--- src/rtl/cpu_defs.sv ---
// Shared definitions for the fetch/decode front end: halt opcode, reset
// values, and the stage-control state encoding.
package cpu_defs;

  localparam logic [5:0]  OP_HALT   = 6'b111111;
  localparam logic [31:0] NOP_INSTR = 32'h0000_0000;
  localparam logic [31:0] RESET_PC  = 32'h0000_0000;

  typedef enum logic [1:0] {
    RUN   = 2'd0,
    STALL = 2'd1,
    HALT  = 2'd2
  } state_e;

endpackage : cpu_defs

--- src/rtl/if_id_stage_ctrl_sat_counter.sv ---
// Saturating up-counter with synchronous clear; holds at all-ones instead
// of wrapping so a long stall never reads back as a short one.
module sat_counter #(
  parameter int W = 8
) (
  input  logic         i_clk,
  input  logic         i_clr,
  input  logic         i_en,
  output logic [W-1:0] o_cnt
);

  logic [W-1:0] r_cnt;

  // Clear wins over enable; count stops once every bit is set.
  always_ff @(posedge i_clk) begin
    if (i_clr) begin
      r_cnt <= '0;
    end else if (i_en && (r_cnt != {W{1'b1}})) begin
      r_cnt <= r_cnt + W'(1);
    end
  end

  assign o_cnt = r_cnt;

endmodule : sat_counter

--- src/rtl/if_id_stage_ctrl.sv ---
// IF/ID stage controller: owns the PC and IF/ID register, applies hazard
// holds and redirects, and latches a sticky halt once the halt opcode
// reaches ID.
//
// state | meaning
// RUN   | normal fetch
// STALL | previous cycle was held by the hazard unit
// HALT  | terminal, left only by reset
module if_id_stage_ctrl
  import cpu_defs::*;
#(
  parameter int                PC_W      = 32,
  parameter logic [PC_W-1:0]   RESET_PC  = PC_W'(cpu_defs::RESET_PC),
  parameter logic [PC_W-1:0]   NOP_INSTR = PC_W'(cpu_defs::NOP_INSTR),
  parameter int                CNT_W     = 8
) (
  input  logic              CLK,
  input  logic              Reset,
  input  logic              PCWrite_HD,
  input  logic              IF_ID_write,
  input  logic              redirect,
  input  logic [PC_W-1:0]   redirect_pc,
  input  logic [PC_W-1:0]   imem_instr,
  output logic [PC_W-1:0]   pc,
  output logic [PC_W-1:0]   id_pc4,
  output logic [PC_W-1:0]   id_instr,
  output logic              id_valid,
  output logic              halted,
  output logic [CNT_W-1:0]  stall_cnt
);

  state_e          r_state;
  logic [PC_W-1:0] r_pc;
  logic [PC_W-1:0] r_id_pc4;
  logic [PC_W-1:0] r_id_instr;
  logic            r_id_valid;
  logic            r_halted;

  state_e          w_state_nxt;
  logic [PC_W-1:0] w_pc_nxt;
  logic [PC_W-1:0] w_id_pc4_nxt;
  logic [PC_W-1:0] w_id_instr_nxt;
  logic            w_id_valid_nxt;
  logic            w_cnt_en;
  logic            w_halt_seen;
  logic [PC_W-1:0] w_pc_plus4;
  logic [PC_W-1:0] w_redirect_aligned;

  assign w_pc_plus4         = r_pc + PC_W'(4);
  assign w_redirect_aligned = redirect_pc & ~PC_W'(3);
  assign w_halt_seen        = r_id_valid && (r_id_instr[PC_W-1 -: 6] == OP_HALT);

  // Next-state and datapath selection; halt beats redirect beats hazard hold.
  always_comb begin
    w_state_nxt    = r_state;
    w_pc_nxt       = r_pc;
    w_id_pc4_nxt   = r_id_pc4;
    w_id_instr_nxt = r_id_instr;
    w_id_valid_nxt = r_id_valid;
    w_cnt_en       = 1'b0;

    unique case (r_state)
      RUN, STALL: begin
        if (w_halt_seen) begin
          w_state_nxt = HALT;
        end else if (redirect) begin
          // A flushed IF/ID has nothing worth holding, so the stall is dropped.
          w_pc_nxt       = w_redirect_aligned;
          w_id_instr_nxt = NOP_INSTR;
          w_id_valid_nxt = 1'b0;
          w_state_nxt    = RUN;
        end else begin
          if (!PCWrite_HD || !IF_ID_write) begin
            w_state_nxt = STALL;
            w_cnt_en    = 1'b1;
          end else begin
            w_state_nxt = RUN;
          end
          // PC and IF/ID holds are independent of each other.
          if (PCWrite_HD) begin
            w_pc_nxt = w_pc_plus4;
          end
          if (IF_ID_write) begin
            w_id_instr_nxt = imem_instr;
            w_id_pc4_nxt   = w_pc_plus4;
            w_id_valid_nxt = 1'b1;
          end
        end
      end
      HALT: begin
        w_state_nxt = HALT;
      end
      default: begin
        w_state_nxt = RUN;
      end
    endcase
  end

  // State, PC and IF/ID registers with synchronous active-low reset.
  always_ff @(posedge CLK) begin
    if (!Reset) begin
      r_state    <= RUN;
      r_pc       <= RESET_PC;
      r_id_pc4   <= '0;
      r_id_instr <= NOP_INSTR;
      r_id_valid <= 1'b0;
      r_halted   <= 1'b0;
    end else begin
      r_state    <= w_state_nxt;
      r_pc       <= w_pc_nxt;
      r_id_pc4   <= w_id_pc4_nxt;
      r_id_instr <= w_id_instr_nxt;
      r_id_valid <= w_id_valid_nxt;
      r_halted   <= (w_state_nxt == HALT);
    end
  end

  sat_counter #(
    .W (CNT_W)
  ) u_stall_cnt (
    .i_clk (CLK),
    .i_clr (!Reset),
    .i_en  (w_cnt_en),
    .o_cnt (stall_cnt)
  );

  assign pc       = r_pc;
  assign id_pc4   = r_id_pc4;
  assign id_instr = r_id_instr;
  assign id_valid = r_id_valid;
  assign halted   = r_halted;

endmodule : if_id_stage_ctrl

--- config.mk ---
export PLATFORM = sky130hd
export DESIGN_NAME = if_id_stage_ctrl
export DESIGN_NICKNAME = d
export VERILOG_FILES = /design/src/rtl/cpu_defs.sv /design/src/rtl/if_id_stage_ctrl_sat_counter.sv /design/src/rtl/if_id_stage_ctrl.sv
export SDC_FILE = /design/constraint.sdc
export NUM_CORES = 1
export LEC_CHECK = 0
export CAP_MARGIN = 20
export CORE_ASPECT_RATIO = 1.5
export CORE_MARGIN = 8
export CORE_UTILIZATION = 30
export CTS_BUF_LIST = sky130_fd_sc_hd__clkbuf_16
export CTS_CLUSTER_DIAMETER = 150
export CTS_CLUSTER_SIZE = 28
export DETAILED_ROUTE_END_ITERATION = 10
export PLACE_DENSITY_LB_ADDON = 0.12
export SLEW_MARGIN = 20
export SYNTH_ARGS = -nofsm -noshare
export SYNTH_HDL_FRONTEND = slang
export SYNTH_HIERARCHICAL = 1
export SYNTH_SLANG_ARGS = --single-unit
--- constraint.sdc ---
create_clock -name CLK -period 3.39 [get_ports CLK]
set_clock_uncertainty 0.05 [all_clocks]
set_input_delay 0.339 -clock CLK [delete_from_list [all_inputs] [get_ports CLK]]
set_output_delay 0.339 -clock CLK [all_outputs]
set_load 0.01 [all_outputs]
==> results of run 1 <==
[layout by cell type (no fill, tap or decap), drive strengths merged, types with 9 or more instances in the layout]
| cell | instances |
|---|---|
| and3 | 9 |
| clkdlybuf4s50 | 167 |
| a211oi | 19 |
| a21oi | 31 |
| nand3 | 18 |
| nand2 | 36 |
| nor4 | 9 |
| a22oi | 46 |
| clkbuf | 9 |
| inv | 10 |
| o21ai | 34 |
| and4 | 9 |
| nor2 | 84 |
| dfxtp | 104 |
| nand4 | 15 |
| nor3 | 16 |
| buf | 11 |
| xnor2 | 24 |
[routing by layer]
metal	track usage [%]	part of all wire (%)
met1	16.9	40
met2	26.8	50
met3	5.98	8.8
met4	4.75	1.7
met5	0	0
[through the flow]
stage               utilization, %  instances  hold slack (ps)  power (W)  instance area (um2)
floorplan                        -        592              427    0.00160                 5040
global placement              40.7        927              426    0.00185                 6770
detailed placement            40.7        927              432    0.00186                 6770
CTS                           42.5        943              416    0.00294                 7070
global route                  42.5        943              446    0.00303                 7070
finish                        42.5        943              427    0.00290                 7070
[path summary, 6_finish.rpt]
kind,to,start,slack (ps)
worst max-delay path,pc[26]$_SDFFE_PN0P_,pc[2]$_SDFFE_PN0P_,960
worst min-delay path,r_state[0]$_SDFF_PN0_,redirect,430
worst max register to register,pc[26]$_SDFFE_PN0P_,pc[2]$_SDFFE_PN0P_,960
worst min register to register,id_pc4[7]$_SDFFE_PN0P_,id_pc4[7]$_SDFFE_PN0P_,450
[flip-flops by register name, indices dropped and copies added (netlist names)]
signal,cells
id_valid,1
r_state,2
id_instr,32
u_stall_cnt/o_cnt,8
id_pc4,30
halted,1
pc,30
[report_power, final]
group / internal, W / switching (W)
registers: 0.00128 / 0.0000723
logic: 0.000257 / 0.000211
clock network: 0.000581 / 0.000492
total: 0.00212 / 0.000776
[area by class of cell]
class / count / area share [%]
clock buffer: 9 / 3.19
clock inverter: 7 / 1.06
inverter: 7 / 0.372
multi-input combinational: 428 / 37.4
sequential: 104 / 29.4
tap: 210 / 3.72
timing repair buffer: 178 / 24.8
[cell families after synthesis]
kind of cell | after synthesis
buffers and inverters | 60
and+or+nand+nor | 210
adders and majority gates | 2
DFF | 104
xor gates and xnor gates | 28
muxes | 7
AOI/OAI and AO/OA | 177
other | 1
[worst reg2reg max path, stage by stage, from the launching register on]
cell and delay, ps:
dfxtp_1 490, ha_1 310, and3_1 320, nand3_2 310, nor4_2 530, a22oi_1 140, o22ai_1 210
==> impl_metrics.py, run 1 <==
metrics = {
    "run_status": {
        "status": "finished, final reports clean",
    },
    "yosys": {
        "yosys.area.top_type": "dfxtp_1",
        "synth_simple_gate_area_share_pct": 21.6,
        "synth_cell_types": 68,
        "synth_top_family_by_area": "compound AO/OA/AOI/OAI gates",
        "avgSynthCellArea_um2": 8.54,
        "async_reset_ff_share_pct": 0,
        "synth-edff-count": 0,
        "ys_top_cells_by_area": "dfxtp_1, a22oi_1, nor2_1, xnor2_1, o21ai_0",
        "yosysMostFrequentCell": "dfxtp_1",
        "synth_area_um2": 5030,
        "ys_seq_area_share_pct": 41.4,
        "yosys.area_share.xor_xnor_pct": 4.88,
        "synth-main-ff-cell": "dfxtp_1",
        "synth_common_cells": "dfxtp_1, nor2_1, a22oi_1",
        "ys_ff_latch": 104,
        "ys_warn_count": 6,
        "synthMuxAreaShare_pct": 1.49,
        "synth-adder-area-share_pct": 0.498,
        "synth_compound_area_share_pct": 23.6,
        "yosys.area.top_type_share_pct": 41.4,
        "syn_inst": 589,
    },
    "drt": {
        "first_iter_violations": 316,
        "wl_um": 16900,
        "wl_per_cell_um": 17.9,
        "vias_per_cell": 5.17,
        "ant_nets": 0,
        "post-route-drc-count": 0,
        "vias": 4877,
        "dr.pass1.iters": 5,
    },
    "clock_tree": {
        "clk_latency_ps": 340,
        "cts_buffers": 9,
        "post_cts_buffers": 0,
        "clkTransAtPathRegs_ps": 70,
        "clockBufferDepth": 2,
        "root_buffer": "clkbuf_16",
        "cts-hold-fix-buffers": 0,
        "tritoncts": "yes",
        "htree_levels": 3,
        "cts-resized-gates": 0,
        "cts.sinks": 104,
    },
    "floorplanning": {
        "start_util_pct": 30.3,
        "fp.dieW_um": 122,
        "dieHeight_um": 175,
        "dieArea_um2": 21200,
        "rows": 58,
        "core-area_um2": 16600,
        "pin_count": 175,
    },
    "place": {
        "dp_worst_setup_slack_ps": 965,
        "portBuffers": 168,
        "gp_congestion": 0.791,
        "dp_hpwl_um": 12400,
    },
    "power_and_ir_drop": {
        "p_per_area_nw_per_um2": 410,
        "p_leak_nw": 2.42,
        "vdd_ir_drop_max_uv": 227,
    },
    "sta": {
        "max_freq_ghz": 0.411,
        "rsz0062_at_grt": "no",
        "setup_ws_ps": 959,
        "finalHoldViolCount": 0,
        "slew_viol_final": 0,
        "setup_violations": 0,
        "fin_setup_tns_ps": 0,
        "max-slew-margin-rel_pct": 47.1,
        "finalCritPeriodShare_pct": 71.7,
        "tightest_slew_ps": 793,
        "fin_crit_ps": 2430,
    },
    "global_route": {
        "track_usage_pct": 15.5,
        "antenna_found_initial": 0,
        "overflow": 0,
        "grt_first_pass_wirelength_um": 26500,
        "grt_start_max_net_pins": 82,
        "grt_pass1_vias": 4852,
    },
    "final_layout": {
        "n_antenna_cell": 0,
        "fin_nets": 799,
        "area_growth_pct": 40.6,
        "fillers": 1661,
        "multi_input_area_um2": 2650,
        "drive_gt1_share_pct": 7.37,
        "layout.area.seq_um2": 2080,
    },
    "worst_hold_path": {
        "hold_depth": 3,
        "hold_class": "in -> reg",
    },
    "worst_setup_path": {
        "crit_type": "reg -> reg",
        "crit_slowest_cell": "nor4_2",
        "arrival_ps": 2640,
        "crit_fanout": 10,
        "r2r.worst_path.cells": 6,
        "critPathLaunchType": "flop",
        "cp.required_ps": 3600,
        "cp-end-kind": "flop",
        "path_buf_inv": 0,
        "critical_path.top_delay_family": "simple AND/OR/NAND/NOR gates",
        "cpPeakStageDelay_ps": 530,
        "crit_chain": "ha_1, and3_1, nand3_2, nor4_2, a22oi_1, o22ai_1",
        "crit_cells": 6,
    },
    "run": {
        "maxCapViolCount": 0,
    },
}
(Power assumes the default switching activity.)
==> run 2, diff against run 1 <==
==> constraint.sdc (replaced) <==
create_clock -name CLK -period 2.1 [get_ports CLK]
set_clock_uncertainty 0.05 [all_clocks]
set_input_delay 0.21 -clock CLK [delete_from_list [all_inputs] [get_ports CLK]]
set_output_delay 0.21 -clock CLK [all_outputs]
set_load 0.01 [all_outputs]
==> run 2 against run 1 <==
Effect of this change: critical path depth grew 1; global-route usage is 0.67 points higher; sequential cell count unchanged; cell area grew 4.9%.
==> impl_metrics.py, run 2 (synthesized netlist as in run 1, its figures left out) <==
metrics = {
    "sta": {
        "slew_viol_final": 0,
        "finalHoldViolCount": 0,
        "max_freq_ghz": 0.503,
        "finalCritPeriodShare_pct": 94.7,
        "tightest_slew_ps": 507,
        "fin_setup_tns_ps": 0,
        "setup_violations": 0,
        "setup_ws_ps": 111,
        "fin_crit_ps": 1990,
        "rsz0062_at_grt": "no",
        "max-slew-margin-rel_pct": 65.8,
    },
    "final_layout": {
        "post-route-util_pct": 44.6,
        "drive_gt1_share_pct": 12.0,
        "largest_reg_flops": 32,
        "fin_nets": 838,
        "layout.area.seq_um2": 2080,
        "layout.cells.non_filler": 982,
        "n_antenna_cell": 0,
        "area_growth_pct": 47.5,
        "multi_input_area_um2": 2650,
        "final_common_cell": "clkdlybuf4s50_1",
        "fillers": 1690,
        "mostFrequentLayoutCells": "clkdlybuf4s50_1, dfxtp_1, nor2_1, a22oi_1, buf_4",
    },
    "worst_setup_path": {
        "critical_path.top_delay_family": "simple AND/OR/NAND/NOR gates",
        "critPathLaunchType": "flop",
        "crit_slowest_cell": "or3_2",
        "cp.required_ps": 2330,
        "crit_fanout": 7,
        "arrival_ps": 2220,
        "crit_type": "reg -> reg",
        "cpPeakStageDelay_ps": 450,
        "path_buf_inv": 1,
        "cp-end-kind": "flop",
        "crit_chain": "and4_1, a21o_1, a211oi_2, buf_4, nand4_1, or3_2, o21ai_1",
    },
    "floorplanning": {
        "dieHeight_um": 175,
        "core-area_um2": 16600,
        "dieArea_um2": 21200,
        "pin_count": 175,
        "rows": 58,
        "fp.dieW_um": 122,
        "start_util_pct": 30.3,
    },
    "global_route": {
        "track_usage_pct": 16.2,
        "grt_first_pass_wirelength_um": 27400,
        "overflow": 0,
        "antenna_found_initial": 1,
        "grt_start_max_net_pins": 81,
        "grt_pass1_vias": 5038,
    },
    "place": {
        "place_inst": 966,
        "portBuffers": 168,
        "gp_congestion": 0.806,
        "dp_hpwl_um": 13100,
        "dp_worst_setup_slack_ps": 60.8,
    },
    "drt": {
        "ant_nets": 0,
        "post-route-drc-count": 0,
        "vias_per_cell": 5.15,
        "first_iter_violations": 342,
        "wl_um": 17400,
        "vias": 5053,
        "dr.pass1.iters": 4,
        "wl_per_cell_um": 17.8,
    },
    "clock_tree": {
        "clkTransAtPathRegs_ps": 70,
        "clockBufferDepth": 2,
        "cts.sinks": 104,
        "root_buffer": "clkbuf_16",
        "cts-hold-fix-buffers": 0,
        "htree_levels": 3,
        "post_cts_buffers": 0,
        "tritoncts": "yes",
        "clk_latency_ps": 350,
        "cts-resized-gates": 0,
        "cts_buffers": 9,
    },
    "power_and_ir_drop": {
        "total_power_w": 0.00473,
        "p_per_area_nw_per_um2": 638,
        "p_leak_nw": 2.63,
        "vdd_ir_drop_max_uv": 306,
    },
    "run": {
        "maxCapViolCount": 0,
    },
    "run_status": {
        "status": "finished, final reports clean",
    },
    "worst_hold_path": {
        "hold_class": "in -> reg",
    },
}
-- run 2: worst min-delay path, delay by kind of cell --
family | cells | cell delay (ps)
buffers and inverters | 2 | 340
and+or+nand+nor | 1 | 150
AOI/OAI and AO/OA | 1 | 50
-- run 2: through the flow --
stage / cell area [um2] / hold WS (ps)
after CTS: 7410 / 390
final: 7410 / 398
after global routing: 7410 / 406
after global placement: 7110 / 428
after floorplan: 5040 / 323
after detailed placement: 7110 / 440
-- run 2: layer usage --
metal,track usage [%],wire length [um],vias up
met3,5.26,1430,25
met2,27.5,8630,162
met4,6.20,430,2
met5,0,10,-
met1,18.2,6930,2364
li1,-,-,2500
-- run 2: final timing paths --
check	startpoint	endpoint	slack, ps	depth (start not counted)
max	id_valid$_SDFFE_PN0P_	u_stall_cnt/o_cnt[3]$_SDFFE_PP0P_	110	7
min	redirect	r_state[0]$_SDFF_PN0_	400	4
max reg2reg	id_valid$_SDFFE_PN0P_	u_stall_cnt/o_cnt[3]$_SDFFE_PP0P_	110	7
min reg2reg	id_pc4[11]$_SDFFE_PN0P_	id_pc4[11]$_SDFFE_PN0P_	450	2
-- run 2: final cells by class --
cell class | count | share of cell area [%]
Multi-Input combinational cell | 428 | 35.8
Timing Repair Buffer | 217 | 28.2
Sequential cell | 104 | 28.1
Tap cell | 210 | 3.54
Clock buffer | 9 | 3.04
Clock inverter | 7 | 0.962
Inverter | 7 | 0.354
-- run 2: report_power, final --
part	total (W)	switching [W]	internal, W
sequential	0.00214	0.0000673	0.00207
combinational	0.000868	0.000402	0.000466
clock	0.00172	0.000797	0.000927
total	0.00473	0.00127	0.00346
